## config.mk

```make
export PLATFORM = sky130hd
export DESIGN_NAME = multdiv_unit
export DESIGN_NICKNAME = d
export VERILOG_FILES = /design/src/rtl/multdiv_unit.sv
export SDC_FILE = /design/constraint.sdc
export NUM_CORES = 1
export LEC_CHECK = 0
export ABC_AREA = 1
export CORE_UTILIZATION = 45
export CTS_BUF_LIST = sky130_fd_sc_hd__clkbuf_8
export DETAILED_ROUTE_END_ITERATION = 8
export PLACE_DENSITY = 0.66
export RECOVER_POWER = 50
export SYNTH_ARGS = -nofsm -noshare
export SYNTH_HDL_FRONTEND = slang
export SYNTH_SLANG_ARGS = --single-unit
```

## constraint.sdc

```tcl
create_clock -name clk -period 3.32 [get_ports clk]
set_input_delay 0.498 -clock clk [delete_from_list [all_inputs] [get_ports clk]]
set_output_delay 0.498 -clock clk [all_outputs]
set_load 0.01 [all_outputs]
```

## src/rtl/multdiv_unit.sv

```systemverilog
// Iterative multiply/divide unit: shift-add multiply, restoring divide, one bit per cycle.
// Signed operands are processed as magnitudes and sign-corrected in a final FIX cycle.
module multdiv_unit #(
    parameter int unsigned WIDTH = 32
) (
    input  logic             clk,
    input  logic             reset,
    input  logic             start,
    input  logic             op,
    input  logic             is_signed,
    input  logic [WIDTH-1:0] a,
    input  logic [WIDTH-1:0] b,
    output logic [WIDTH-1:0] hi,
    output logic [WIDTH-1:0] lo,
    output logic             busy,
    output logic             done,
    output logic             div_zero
);

    localparam int unsigned CW = $clog2(WIDTH);

    typedef enum logic [1:0] {IDLE, CALC, FIX, DONE} state_t;

    state_t           state_q, state_d;
    logic [CW-1:0]    cnt_q, cnt_d;
    logic             op_q, op_d;
    logic             neg_q, neg_d;
    logic             rneg_q, rneg_d;
    logic [WIDTH-1:0] mcand_q, mcand_d;
    logic [WIDTH-1:0] acc_q, acc_d;
    logic [WIDTH-1:0] shf_q, shf_d;
    logic [WIDTH-1:0] hi_q, hi_d;
    logic [WIDTH-1:0] lo_q, lo_d;
    logic             busy_q, busy_d;
    logic             done_q, done_d;
    logic             dz_q, dz_d;

    logic               a_neg, b_neg;
    logic [WIDTH-1:0]   a_mag, b_mag;
    logic [WIDTH:0]     mul_sum;
    logic [WIDTH:0]     rem_sh;
    logic               rem_ge;
    logic [WIDTH-1:0]   rem_sub;
    logic [2*WIDTH-1:0] prod, prod_fix;
    logic [WIDTH-1:0]   quo_fix, rem_fix;

    // Datapath: acc holds the product high half / partial remainder, shf the
    // multiplier being consumed / dividend bits shifting out as quotient bits shift in.
    always_comb begin
        a_neg    = is_signed & a[WIDTH-1];
        b_neg    = is_signed & b[WIDTH-1];
        a_mag    = a_neg ? -a : a;
        b_mag    = b_neg ? -b : b;
        mul_sum  = {1'b0, acc_q} + (shf_q[0] ? {1'b0, mcand_q} : '0);
        rem_sh   = {acc_q, shf_q[WIDTH-1]};
        rem_ge   = rem_sh >= {1'b0, mcand_q};
        rem_sub  = rem_sh[WIDTH-1:0] - mcand_q;
        prod     = {acc_q, shf_q};
        prod_fix = neg_q ? -prod : prod;
        quo_fix  = neg_q ? -shf_q : shf_q;
        rem_fix  = rneg_q ? -acc_q : acc_q;
    end

    always_comb begin
        state_d = state_q;
        cnt_d   = cnt_q;
        op_d    = op_q;
        neg_d   = neg_q;
        rneg_d  = rneg_q;
        mcand_d = mcand_q;
        acc_d   = acc_q;
        shf_d   = shf_q;
        hi_d    = hi_q;
        lo_d    = lo_q;
        dz_d    = dz_q;
        done_d  = 1'b0;

        unique case (state_q)
            IDLE: begin
                if (start) begin
                    op_d    = op;
                    neg_d   = a_neg ^ b_neg;
                    rneg_d  = a_neg;
                    mcand_d = b_mag;
                    acc_d   = '0;
                    shf_d   = a_mag;
                    cnt_d   = '0;
                    dz_d    = 1'b0;
                    if (op && (b == '0)) begin
                        hi_d    = a;
                        lo_d    = '0;
                        dz_d    = 1'b1;
                        state_d = DONE;
                    end else begin
                        state_d = CALC;
                    end
                end
            end
            CALC: begin
                if (op_q) begin
                    acc_d = rem_ge ? rem_sub : rem_sh[WIDTH-1:0];
                    shf_d = {shf_q[WIDTH-2:0], rem_ge};
                end else begin
                    acc_d = mul_sum[WIDTH:1];
                    shf_d = {mul_sum[0], shf_q[WIDTH-1:1]};
                end
                cnt_d = cnt_q + CW'(1);
                if (cnt_q == CW'(WIDTH - 1)) begin
                    state_d = FIX;
                end
            end
            FIX: begin
                if (op_q) begin
                    hi_d = rem_fix;
                    lo_d = quo_fix;
                end else begin
                    {hi_d, lo_d} = prod_fix;
                end
                done_d  = 1'b1;
                state_d = IDLE;
            end
            DONE: begin
                done_d  = 1'b1;
                state_d = IDLE;
            end
            default: state_d = IDLE;
        endcase

        busy_d = (state_d != IDLE);
    end

    always_ff @(posedge clk) begin
        if (reset) begin
            state_q <= IDLE;
            cnt_q   <= '0;
            op_q    <= 1'b0;
            neg_q   <= 1'b0;
            rneg_q  <= 1'b0;
            mcand_q <= '0;
            acc_q   <= '0;
            shf_q   <= '0;
            hi_q    <= '0;
            lo_q    <= '0;
            busy_q  <= 1'b0;
            done_q  <= 1'b0;
            dz_q    <= 1'b0;
        end else begin
            state_q <= state_d;
            cnt_q   <= cnt_d;
            op_q    <= op_d;
            neg_q   <= neg_d;
            rneg_q  <= rneg_d;
            mcand_q <= mcand_d;
            acc_q   <= acc_d;
            shf_q   <= shf_d;
            hi_q    <= hi_d;
            lo_q    <= lo_d;
            busy_q  <= busy_d;
            done_q  <= done_d;
            dz_q    <= dz_d;
        end
    end

    assign hi       = hi_q;
    assign lo       = lo_q;
    assign busy     = busy_q;
    assign done     = done_q;
    assign div_zero = dz_q;

endmodule
```

Yosys cells after proc, flatten, opt, wreduce, memory -nomap -nowiden
Index checks and enable logic that the tools add are counted.

storage, ports and cells
  flip-flop bits (word level) = 173
  input bits = 69
  output and inout port bits = 67
  word-level logic and storage cells = 70

cells by class
  add/sub/neg operators = 8
  order comparisons = 1
  equal/unequal tests = 6
  multiplexer cells = 29
  bitwise gates (word level) = 3
  reduce and logical (&&, ||, !) cells = 10

operators by type and width
  operator                                       number
  2-to-1 mux 32 bit                              16
  case mux 32 bit (2 select lines)               4
  negation 32 bit                                4
  2-to-1 mux 64 bit                              1
  negation 64 bit                                1
  adder 32 x 32 -> 33 bit                        1
  >= comparator 33 x 32 -> 1 bit                 1
  logical NOT 32 bit                             1
  subtractor 32 bit                              1
  case mux 5 bit (2 select lines)                1
  2-to-1 mux 2 bit                               3
  case mux 2 bit (3 select lines)                1
  nonzero test 2 bit                             3
  adder 5 x 1 -> 5 bit, second input constant    1
  == test 5 bit, second input constant           1
  2-to-1 mux 5 bit                               1
  == test 2 bit, second input constant           2
  inequality test 2 bit, second input constant   2
  AND reduction 2 bit                            2
  AND reduction 3 bit                            1
  bitwise AND 1 bit                              2
  == test 2 x 1 -> 1 bit, second input constant  1
  logical NOT 2 bit                              1
  2-to-1 mux 1 bit                               2
  3 further kinds                                3

Longest topological paths before layout
  word-level depth = 6
  depth in mapped cells = 20
  depth with buffers taken out = 18

Worst setup path before layout
Ideal clock, no wire load.

  path type = register -> register
  from = register shf_q[0]
  to = register acc_q[19]
  arrival time = 2.316 ns
  path slack = 0.872 ns
  stages on the path, launching flop included = 20
  path buffers = 2
  cells stage by stage = dfxtp_1 > buf_2 > clkbuf_1 > nand2_1 > inv_1 > ha_1 > inv_1 > fa_1 > inv_1 > nand3_1 > nand3_1 > nand2_1 > nand3_1 > nand3_1 > nand3_1 > nand3_1 > nand2_1 > inv_1 > nand2_1 > a21oi_1

between the ends
  longest elaborated chain between the ends = 4

ends and longest elaborated chain
  element                           RTL line  source
  from (decl)                       31        logic [WIDTH-1:0] shf_q, shf_d;
  from (signal assigned)            141       shf_q <= '0;
  from (signal assigned)            155       shf_q <= shf_d;
  2-to-1 mux 32 bit                 54        mul_sum = {1'b0, acc_q} + (shf_q[0] ? {1'b0, mcand_q} : '0);
  adder 32 x 32 -> 33 bit           54
  2-to-1 mux 32 bit                 100       if (op_q) begin
  case mux 32 bit (2 select lines)  78        unique case (state_q)
  to (signal assigned)              140       acc_q <= '0;
  to (signal assigned)              154       acc_q <= acc_d;
  to (decl)                         30        logic [WIDTH-1:0] acc_q, acc_d;

No other way between the ends.
A chain may end at the register's enable or synchronous reset.

Worst setup path after layout
  from = register state_q[0]
  to = register shf_q[8]

between the ends
  longest elaborated chain between the ends = 3
  elaborated cells between the ends (all ways) = 6
  those cells by class = eq/ne (2); mux (1); reduce/logical (3)

ends and longest elaborated chain
  element                                                                              RTL line  source
  from (decl)                                                                          24        state_t state_q, state_d;
  from (signal assigned)                                                               148       state_q <= state_d;
  == test 2 x 1 -> 1 bit / logical NOT 2 bit (equally long branches)                   78
  nonzero test 2 bit (no source line) / inequality test 2 bit (equally long branches)  --
  AND reduction 2 bit (no source line)                                                 --

Several ways; a longest one is shown, not always the timed one.

==> run summary <==
drt pass-1 iters - 5
leakage - 9.83 nW
PwrDens - 336 mW/mm²
Worst Max-Slew Pin Slew - 2.02 ns
# setup viols final - 0
worst vdd ir - 0.342 mV
Worst-Skew Late Latency - 0.56 ns
RSZ-0062 raised after global routing - false
row count - 71
CTS buffer count - 17
fmax - 341 MHz
normalized max-slew margin - -34.9%
routed len/inst - 19.5 µm
register bit total from synthesis - 173
CTS resizes - 0
Primary FF master, synth - dfxtp_1
Final period util - 88.3%
drt drc - 0
CTS clock-pin slew for the worst setup and hold paths - 0.11 ns
IO Count - 136
Root Driver - clkbuf_8
final setup TNS - 0 ns
Post-synth ARST share - 0%
vias in the first global route - 18620
CTS tree - done
Layout area overhead - 14.1%
GP Congestion - 1.01
failing checks - max-capacitance violations, max-slew violations
Flop pwr share - 35.0%
hold crit path type - in2reg
Routed WL - 73.3 mm
fin nets - 3379
Starting DRT DRC Count - 2211
WP data required - 3.77 ns
Die Width - 197 µm
CORE AREA - 0.0376 mm²
status - finished, violations left
Placed Instances - 3730
Synth warnings - 0
first-pass GRT wire length - 110 mm
share of cell area taken by muxes after synthesis - 0%
number of setup buffers added after CTS - 0
DR vias - 21067
Period minus WS final - 2.93 ns
Hold-fix buffers, CTS - 0
Adder-Cell Fraction of Synth Area - 5.33%
CP Max Fanout - 64
GRT Total Usage - 37.8%
synth unique cells - 53
Clock Path Buffers - 2
Synth Area in Simple Gates - 41.9%
clk sink count - 173
Mapped Nets - 3272
grt total ovfl - 0
share of layout cells above drive strength 1 - 4.98%
count of flip-flops with a built-in enable after synthesis - 0
largest net degree at the start of global routing - 105
initial core utilization - 45.7%
combinational share of power - 41.2%
Max H-tree Level - 4
Final Max Tran Viols - 91
maximum capacitance violations - 1
synthesized cell area - 0.0172 mm²
sequential-to-total area share from yosys stat - 20.2%
Worst setup EP type - flop
switch share - 44.4%
Synth Area in XOR/XNOR - 2.09%
internal power - 3.66 mW
Die Footprint - 0.0389 mm²
Final Non-Filler Cells - 3763
syn avg cell area - 5.49 µm²
Worst setup SP type - flop
complex-gate fraction of the synthesized area - 18.1%
largest family of logic cells by synthesized area - simple AND/OR/NAND/NOR gates
antenna viol nets, final - 0
dpl hpwl - 57.8 mm
critical path arrival - 3.39 ns
WS Path Type - reg2reg
Sw Pwr - 2.92 mW
final design utilization - 52.1%
Fin Clk Skew - 0.0209 ns
initial antenna violation count - 2
Post-Syn Instances - 3131
Final Cell Area - 0.0196 mm²
Die Y - 197 µm
port bufs - 135
Fin. Hold Viols - 0
DP Area - 0.0192 mm²
via/cell ratio - 5.60
Clock power frac - 23.8%
## through the flow
step	hold slack (ns)	setup WS (ns)	power, mW
2_1_floorplan	0.443	0.872	4.08
3_5_place_dp	0.451	0.409	4.96
4_1_cts	0.316	0.527	6.52
5_1_grt	0.353	0.281	6.96
3_3_place_gp	0.449	0.464	4.95
6_report	0.357	0.388	6.59
## synthesized netlist by cell type, types with 6 or more instances
cell type  instances  area share [%]
nand3_1          282             8.2
ha_1              70             5.1
o21ai_1           12            0.35
a21oi_1          274             8.0
nor2_1           302             6.6
nor2_2            14            0.51
inv_2              8            0.17
nand4_1           32             1.2
buf_1             16            0.35
xor2_1            34             1.7
o31ai_1            9            0.39
inv_1            421             9.2
a21o_1            11            0.48
dfxtp_1          173              20
o21ai_0          211             6.1
nor3_1            23            0.67
clkbuf_1          75             1.6
xnor2_1            7            0.36
o211ai_1           8            0.35
nand2_1         1003              22
a31oi_1           16            0.58
nand3b_1          19            0.83
or2_2             10            0.36
o21bai_1          10            0.44
buf_2             20            0.58
nor4_1             8            0.29
o221ai_1           6            0.31
## power groups by stage
stage	clock, mW	combinational [mW]	sequential, mW
after floorplan	0	1.77	2.31
after global placement	0	2.61	2.34
after detailed placement	0	2.62	2.34
after CTS	1.59	2.63	2.30
after global routing	1.67	2.97	2.32
final	1.57	2.71	2.31
## sequential cells by signal, summed over array words and instances, names as in the netlist
signal / flops
acc_q: 32
hi: 32
lo: 32
mcand_q: 32
shf_q: 32
cnt_q: 5
state_q: 2
busy: 1
div_zero: 1
done: 1
neg_q: 1
op_q: 1
rneg_q: 1
## final cells by class
type / count / area [µm²]
well taps: 511 / 639
inverters: 431 / 1620
clock buffers: 20 / 275
repair buffers: 207 / 1890
multi-input cells: 2408 / 11600
fillers: 4132 / 18000
clock inverters: 12 / 121
flip-flops and latches: 173 / 3470
diodes: 1 / 2.50
## critical path, stage by stage (launching register included)
cell      delay, ns
dfxtp_1        0.48
inv_1          0.11
nor2_1         0.21
buf_4          0.65
nor2_1         0.16
clkinv_1       0.07
clkbuf_2       0.70
nand2_1        0.13
o221a_2        0.27
## worst paths after layout
check                                    to  slack (ns)  cells past startpoint        from
worst max-delay path               shf_q[8]        0.39                      8  state_q[0]
worst min-delay path            mcand_q[31]        0.36                      2       reset
worst min register to register        lo[0]        0.46                      2       lo[0]
worst max register to register     shf_q[8]        0.39                      8  state_q[0]
## layer usage
layer	share of wire (%)	global-route usage [%]	up-vias
met1	45	54.6	9520
met3	15	15.3	106
li1	-	-	10294
met5	0.037	0	-
met2	38	49.6	1143
met4	2.6	11.8	4
## cell usage in the layout (no fill, tap or decap), types with 4 or more instances in the layout
master	count
dlygate4sd3_1	67
clkdlybuf4s50_1	67
nand4_1	32
nand3_1	282
or2_2	10
o31ai_1	9
inv_2	9
a211oi_1	4
a21o_1	11
and2_1	4
nor2_2	13
a31oi_1	16
dfxtp_1	171
inv_1	420
nor4_1	8
o21bai_1	10
o221ai_1	6
nand3b_1	19
o211ai_1	8
xor2_1	34
clkbuf_8	20
o21ai_1	11
nor3_1	23
xnor2_1	7
ha_1	70
a21oi_1	274
buf_4	68
nor2_1	302
nand2_1	1003
inv_6	5
o21ai_0	212
## cell families (layout without fill, tap and decap cells)
family | count (synthesis) | after routing
simple gates | 1717 | 1717
compound gates | 578 | 578
buf+inv | 550 | 670
flops | 173 | 173
fa+ha+maj | 72 | 72
xor+xnor | 41 | 41
other cells | 0 | 1
No activity file was read; power rests on OpenSTA's default activity.
